`src/rtl/lcd_pkg.sv`:
```
// Shared LCD pixel-pipeline definitions: dither selector width and the
// nibble rotate used to build position hashes.
package lcd_pkg;

  localparam int GS_SEL_W = 4;

  // Rotate a nibble left; amount 1 maps {b3,b2,b1,b0} to {b2,b1,b0,b3}.
  function automatic logic [GS_SEL_W-1:0] rotl4(input logic [GS_SEL_W-1:0] value,
                                                input logic [1:0]          amount);
    logic [2*GS_SEL_W-1:0] w_dbl;
    w_dbl = {value, value} << amount;
    return w_dbl[2*GS_SEL_W-1:GS_SEL_W];
  endfunction

endpackage

```
`src/rtl/gs_xor_if.sv`:
```
// Position-in / selector-out bundle between the pixel counters and the
// grey-scale dither selector.
interface gs_xor_if
  import lcd_pkg::*;
#(
  parameter int CNT_W = 20
);
  logic [CNT_W-1:0]    gscnt;
  logic [GS_SEL_W-1:0] xv_r;

  modport master (output gscnt, input  xv_r);
  modport slave  (input  gscnt, output xv_r);
endinterface

```
`src/rtl/gs_xor.sv`:
```
// Grey-scale dither pattern selector: XOR-folds the pixel position into a
// 4-bit permutation index, registered once.
module gs_xor
  import lcd_pkg::*;
#(
  parameter int CNT_W = 20,
  parameter int OUT_W = 4
) (
  input  logic     clk,
  input  logic     rst,
  gs_xor_if.slave  bus
);

  localparam int NIB   = (CNT_W + 3) / 4;
  localparam int PAD_W = NIB * 4;

  if (OUT_W != GS_SEL_W) begin : g_bad_out_w
    $error("gs_xor: OUT_W must be %0d", GS_SEL_W);
  end
  if (CNT_W < 4) begin : g_bad_cnt_w
    $error("gs_xor: CNT_W must be at least 4");
  end

  logic [PAD_W-1:0]    w_padded;
  logic [GS_SEL_W-1:0] w_fold [NIB+1];
  logic [GS_SEL_W-1:0] r_xv;

  assign w_padded  = PAD_W'(bus.gscnt);
  assign w_fold[0] = '0;

  // Nibble k is rotated by k mod 4 so that equal bits in different nibbles
  // land on different selector bits instead of cancelling.
  for (genvar k = 0; k < NIB; k++) begin : g_nib
    assign w_fold[k+1] = w_fold[k] ^ rotl4(w_padded[4*k +: 4], 2'(k % 4));
  end

  always_ff @(posedge clk) begin
    // NOTE: registered state uses non-blocking assignment so every flop
    // samples the pre-edge value regardless of block evaluation order.
    if (rst) r_xv <= '0;
    else     r_xv <= w_fold[NIB];
  end

  assign bus.xv_r = r_xv;

endmodule

```
`src/flat_wrapper.sv`:
```
// flat-port wrapper written by rule: the top's interface ports become plain ports
module gs_xor_flat import lcd_pkg::*;
#(
  parameter int CNT_W = 20,
  parameter int OUT_W = 4
)
  (clk, rst, bus_gscnt, bus_xv_r);
  gs_xor_if #(.CNT_W(CNT_W)) bus_i ();
  input  logic clk;
  input  logic rst;
  input wire logic [$bits(bus_i.gscnt)-1:0] bus_gscnt;
  output wire logic [$bits(bus_i.xv_r)-1:0] bus_xv_r;
  assign bus_i.gscnt = bus_gscnt;
  assign bus_xv_r = bus_i.xv_r;
  gs_xor #(.CNT_W(CNT_W), .OUT_W(OUT_W)) u_core (.clk(clk), .rst(rst), .bus(bus_i));
endmodule
```
`config.mk`:
```
export PLATFORM = sky130hd
export DESIGN_NAME = gs_xor_flat
export DESIGN_NICKNAME = d
export VERILOG_FILES = /design/src/rtl/lcd_pkg.sv /design/src/rtl/gs_xor_if.sv /design/src/rtl/gs_xor.sv /design/src/flat_wrapper.sv
export SDC_FILE = /design/constraint.sdc
export NUM_CORES = 1
export LEC_CHECK = 0
export CORE_AREA = 2 2 39 41
export DETAILED_ROUTE_END_ITERATION = 16
export DIE_AREA = 0 0 41 43
export PLACE_DENSITY = 0.63
export SYNTH_ARGS = -nofsm -noshare
export SYNTH_HDL_FRONTEND = slang
export SYNTH_SLANG_ARGS = --single-unit
```
`constraint.sdc`:
```
create_clock -name clk -period 1 [get_ports clk]
set_input_delay 0.2 -clock clk [delete_from_list [all_inputs] [get_ports clk]]
set_output_delay 0.2 -clock clk [all_outputs]
set_load 0.02 [all_outputs]
```
==> impl_results.md, run 1 <==
* Fill count at 166
* Detailed Route WL at 539 um
* Static leakage power at 0.2665 nW
* Register bit total from synthesis at 4
* Number of warnings printed during yosys synthesis at 0
* Endpoints failing setup at 0
* Avg Synthesized Cell Area at 12.76 um^2
* Number of global-route vias before repair at 248
* Sort of element at the start of the critical path: register
* Max clock buf depth at 2
* Relative slew margins at 88.28%
* Port Buf Inserts at 25
* Post-synth cell types at 4
* Unrepaired setup endpoints after global routing: no
* Required time of the critical path at 800 ps
* FF+latch area at 80.08 um^2
* Clock root cell: clkbuf_4
* Clock buffer count from CTS at 3
* Post-placement setup slack at -388.9 ps
* Tightest Hold Check Type: in -> reg
* Area post-placement at 525.5 um^2
* GR Util All Layers at 7.847%
* Worst-path maximum fanout at 1
* Actual transition at the worst max-transition pin at 174.6 ps
* Final hold violations at 0
* Period minus WS final at 972.4 ps
* Post-detailed-route DRC marker count at 0
* Status: completed
* Synthesized netlist cell count at 20
* First-pass GRT wire length at 862 um
* Die Footprint at 1763 um^2
* Sum of buffers and inverters on the critical path at 1
* Worst path top cell family by delay: flip-flops
* Share of layout cells above drive strength 1 at 14.58%
* Total overflow reported by the global router at 0
* Worst ir drop on vdd at 324.4 uV
* Nets in the synthesized netlist at 42
* Fin crit share at 97.24%
* Initial antenna violation count at 0
* Sink count of the clock tree at 4
* Crit path DAT at 770 ps
* Placeable core region at 1384 um^2
* Max Slew Vio Count at 0
* Largest incremental delay on the critical path at 300 ps
* Summed instance area of the synthesized netlist at 255.2 um^2
* Effective utilization at floorplan at 18.44%
* Iteration count of the initial detailed-routing pass at 2
* Number of max-cap violations at 0
* Die outline height at 43 um
* Nets at 72
* Type of the worst setup path: reg -> out
* Worst-path clk slew at 30 ps
* Vias at 229
* Final Wtd Congestion at 0.5131
* Multi-input logic area at 175.2 um^2
* Number of standard-cell rows in the floorplan at 14
* Maximum number of pins on one net before global-route repair at 5
* Number of flip-flops in the largest register at 4
* Routed WL per cell at 8.422 um
* Slowest cell on the critical path: dfxtp_1
* Final standard cell area without fillers at 526.8 um^2
* Number of primary I/O pins at 26
* Die span in x at 41 um
* CTS H-tree depth at 1
* Critical path cell sequence: clkdlybuf4s15_2
* Clock tree from TritonCTS: yes
* F_max at 1028 MHz
* Power Density at 1205 nW/um^2
* Post-synthesis sequential area ratio at 31.37%
* Worst path setup slack after routing at 27.61 ps
* Worst Setup End Kind: primary output
* Layout Area Growth over Synthesis at 106.4%
* Detailed-route vias per instance at 3.578
* DRT iter0 DRCs at 3
* Antenna Nets Post-Route at 0
* Antenna fix cells at 0
## layout make-up
type / count / share of cell area [%]
repair buffers: 25 / 43.47
multi-input cells: 16 / 33.25
flip-flops and latches: 4 / 15.20
clock buffers: 3 / 4.276
well taps: 16 / 3.800
## report_power, final
part           switching (mW)  leakage, nW  internal (mW)
clock                  0.0623       0.0138          0.134
combinational          0.0924        0.219          0.156
sequential            0.00439       0.0333          0.186
total                   0.159        0.266          0.476
## routing by layer
metal	routed length [um]	GRT usage (%)	up-vias
li1	-	-	120
met3	67	0.5236	0
met5	0	0	-
met2	309	11.56	13
met4	0	12.00	0
met1	162	7.120	96
## cell usage in the layout, fill, tap and decap left out, drive strengths merged
cell type,synthesis,layout
dlygate4sd2,0,10
clkdlybuf4s50,0,9
nor2,4,4
buf,0,3
dfxtp,4,4
xnor2,8,8
dlymetal6s2s,0,2
clkbuf,0,3
xnor3,4,4
clkdlybuf4s15,0,1
## Yosys cell counts
cell	count	area, um^2
dfxtp_1	4	80.08
nor2_1	4	15.01
xnor2_1	8	70.07
xnor3_1	4	90.09
## path summary, 6_finish.rpt
kind | startpoint | end | slack [ps] | cells after the start
min | bus_gscnt[4] | u_core.bus.xv_r[1]$_SDFF_PP0_ | 380 | 4
max | u_core.bus.xv_r[1]$_SDFF_PP0_ | bus_xv_r[1] | 30 | 1
## what timing repair did
action	in CTS	in global routing
setup buffers	0	0
hold buffers	0	0
setup endpoints to repair	8	5
pin swaps	10	3
resized for setup	22	5
## through the flow
| step | hold WS [ps] | util [%] | cells | setup TNS (ps) | total power [mW] |
|---|---|---|---|---|---|
| after detailed placement | 819.3 | 37.97 | 61 | -1823 | 0.4790 |
| after floorplan | 272.4 | - | 20 | 0 | 0.3343 |
| after global routing | 413.1 | 38.07 | 64 | 0 | 0.6765 |
| after global placement | 818.3 | 37.97 | 61 | -1769 | 0.4756 |
| final | 384.1 | 38.07 | 64 | 0 | 0.6350 |
| after CTS | 525.4 | 39.06 | 64 | 0 | 0.6659 |
## cell families after synthesis
family,Yosys count,share of synthesized area (%)
xor gates and xnor gates,12,62.75
DFF,4,31.37
and+or+nand+nor,4,5.881
Note: power is estimated with default switching activity, not from simulation.
==> run 2: changes to the inputs <==
- CORE_AREA: 2 2 39 41 -> 5 5 42 44
- DIE_AREA: 0 0 41 43 -> 0 0 47 49
- PLACE_DENSITY: 0.63 -> 0.68
==> run 2 against run 1 <==
Worst hold slack better by 1.9 ps. Critical path type is now in -> reg. Final cell count stayed put. Non-clock buffer count is the same.
==> impl_results.md, run 2 (synthesis results as in run 1) <==
* Status: completed
* Die outline height at 49 um
* Crit path DAT at 1100 ps
* Worst ir drop on vdd at 237.7 uV
* Final hold violations at 0
* Max Slew Vio Count at 0
* Total overflow reported by the global router at 0
* Static leakage power at 0.2552 nW
* Worst-path maximum fanout at 1
* Grt met3 use at 3.690%
* Relative slew margins at 88.70%
* Required time of the critical path at 1120 ps
* Placeable core region at 1401 um^2
* Number of flip-flops in the largest register at 4
* Sink count of the clock tree at 4
* Die Footprint at 2303 um^2
* Clock root cell: clkbuf_4
* Iteration count of the initial detailed-routing pass at 1
* Routed WL per cell at 9.953 um
* Maximum number of pins on one net before global-route repair at 5
* Number of max-cap violations at 0
* Period minus WS final at 982.2 ps
* Unrepaired setup endpoints after global routing: no
* Worst-path clk slew at 40 ps
* Met1 GRT Util at 5.727%
* Detailed-route vias per instance at 3.641
* Final cell utilization of the core at 37.14%
* Clock tree from TritonCTS: yes
* GR Util All Layers at 5.779%
* Antenna fix cells at 0
* Worst-case hold path end point: u_core.bus.xv_r[0]$_SDFF_PP0_
* Actual transition at the worst max-transition pin at 168.3 ps
* Post-detailed-route DRC marker count at 0
* Number of standard-cell rows in the floorplan at 14
* Met2 layer usage reported by global route at 7.692%
* Fin crit share at 98.22%
* Share of layout cells above drive strength 1 at 14.58%
* Fill count at 166
* Number of global-route vias before repair at 216
* Clock buffer count from CTS at 3
* Tot Pwr at 0.6343 mW
* Final Wtd Congestion at 0.6109
* Area post-placement at 525.5 um^2
* Setup Fix Bufs, Post-CTS at 0
* Effective utilization at floorplan at 18.21%
* Power Density at 1219 nW/um^2
* Layout Area Growth over Synthesis at 103.9%
* WHS Path Cells at 4
* Number of placed cells counting well taps at 61
* Nets at 72
* Final standard cell area without fillers at 520.5 um^2
* Tightest Hold Check Type: in -> reg
* Most common library cell in the layout ignoring fill and taps: clkdlybuf4s50_1
* Sort of element at the start of the critical path: input pin
* Detailed Route WL at 637 um
* First-pass GRT wire length at 862 um
* Antenna Nets Post-Route at 0
* Hold Crit Start: bus_gscnt[7]
* Die span in x at 47 um
* Most frequent cells in the layout: 12 x clkdlybuf4s50_1, 8 x xnor2_1, 8 x dlygate4sd2_1
* Busiest layer in global routing: met2
* Vias at 233
* Port Buf Inserts at 25
* F_max at 1018 MHz
* DRT iter0 DRCs at 0
* Type of the worst setup path: in -> reg
* Worst Setup End Kind: register
* Count of hold-fix buffers inserted at cts at 0
* Initial antenna violation count at 0
* Number of primary I/O pins at 26
* Max clock buf depth at 2
* CTS H-tree depth at 1
* Number of non-filler instances in the completed layout at 64
* Endpoints failing setup at 0
==> run 2: how the worst max path moves through the flow <==
stage,startpoint,to,slack [ps],cells after the start
after floorplan,bus_gscnt[15],u_core.bus.xv_r[2]$_SDFF_PP0_,120,3
after global placement,bus_gscnt[15],u_core.bus.xv_r[2]$_SDFF_PP0_,-380,4
after detailed placement,bus_gscnt[4],u_core.bus.xv_r[1]$_SDFF_PP0_,-390,4
after CTS,u_core.bus.xv_r[1]$_SDFF_PP0_,bus_xv_r[1],7,1
after global routing,bus_gscnt[6],u_core.bus.xv_r[3]$_SDFF_PP0_,10,4
final,bus_gscnt[6],u_core.bus.xv_r[3]$_SDFF_PP0_,20,4
==> run 2: repair_timing <==
item,4_1_cts,5_1_grt
cloned,0,0
setup endpoints to repair,8,4
pin swaps,10,2
gates resized for setup,21,4
==> run 2: per-layer routing <==
layer	vias up	share of wire, %	wire length, um
met4	0	0	0
met2	14	50	317
li1	120	-	-
met5	-	0	0
met3	0	16	102
met1	99	34	216
==> run 2: area by class of cell <==
type | count | area (um^2) | area share (%)
timing repair buffer | 25 | 222.7 | 42.79
sequential | 4 | 80.08 | 15.38
multi-input combinational | 16 | 175.2 | 33.65
tap | 16 | 20.02 | 3.846
clock buffer | 3 | 22.52 | 4.327
==> run 2: critical path: stages <==
cell	delay, ps
clkdlybuf4s50_1	470
xnor3_1	220
xnor2_1	160
nor2_1	60
==> run 2: power by group <==
group          internal [mW]  leakage, nW  switching [mW]
Sequential             0.186       0.0333         0.00460
Combinational          0.154        0.208          0.0916
Clock                  0.134       0.0138          0.0635
==> run 2: per-stage QoR <==
step                setup slack, ps  setup TNS (ps)  hold WS, ps
finish                        17.85               0        386.0
global route                  12.80               0        445.1
global placement             -375.2           -1769        829.5
CTS                           6.863               0        561.3
detailed placement           -385.4           -1817        839.9
floorplan                     123.5               0        272.4
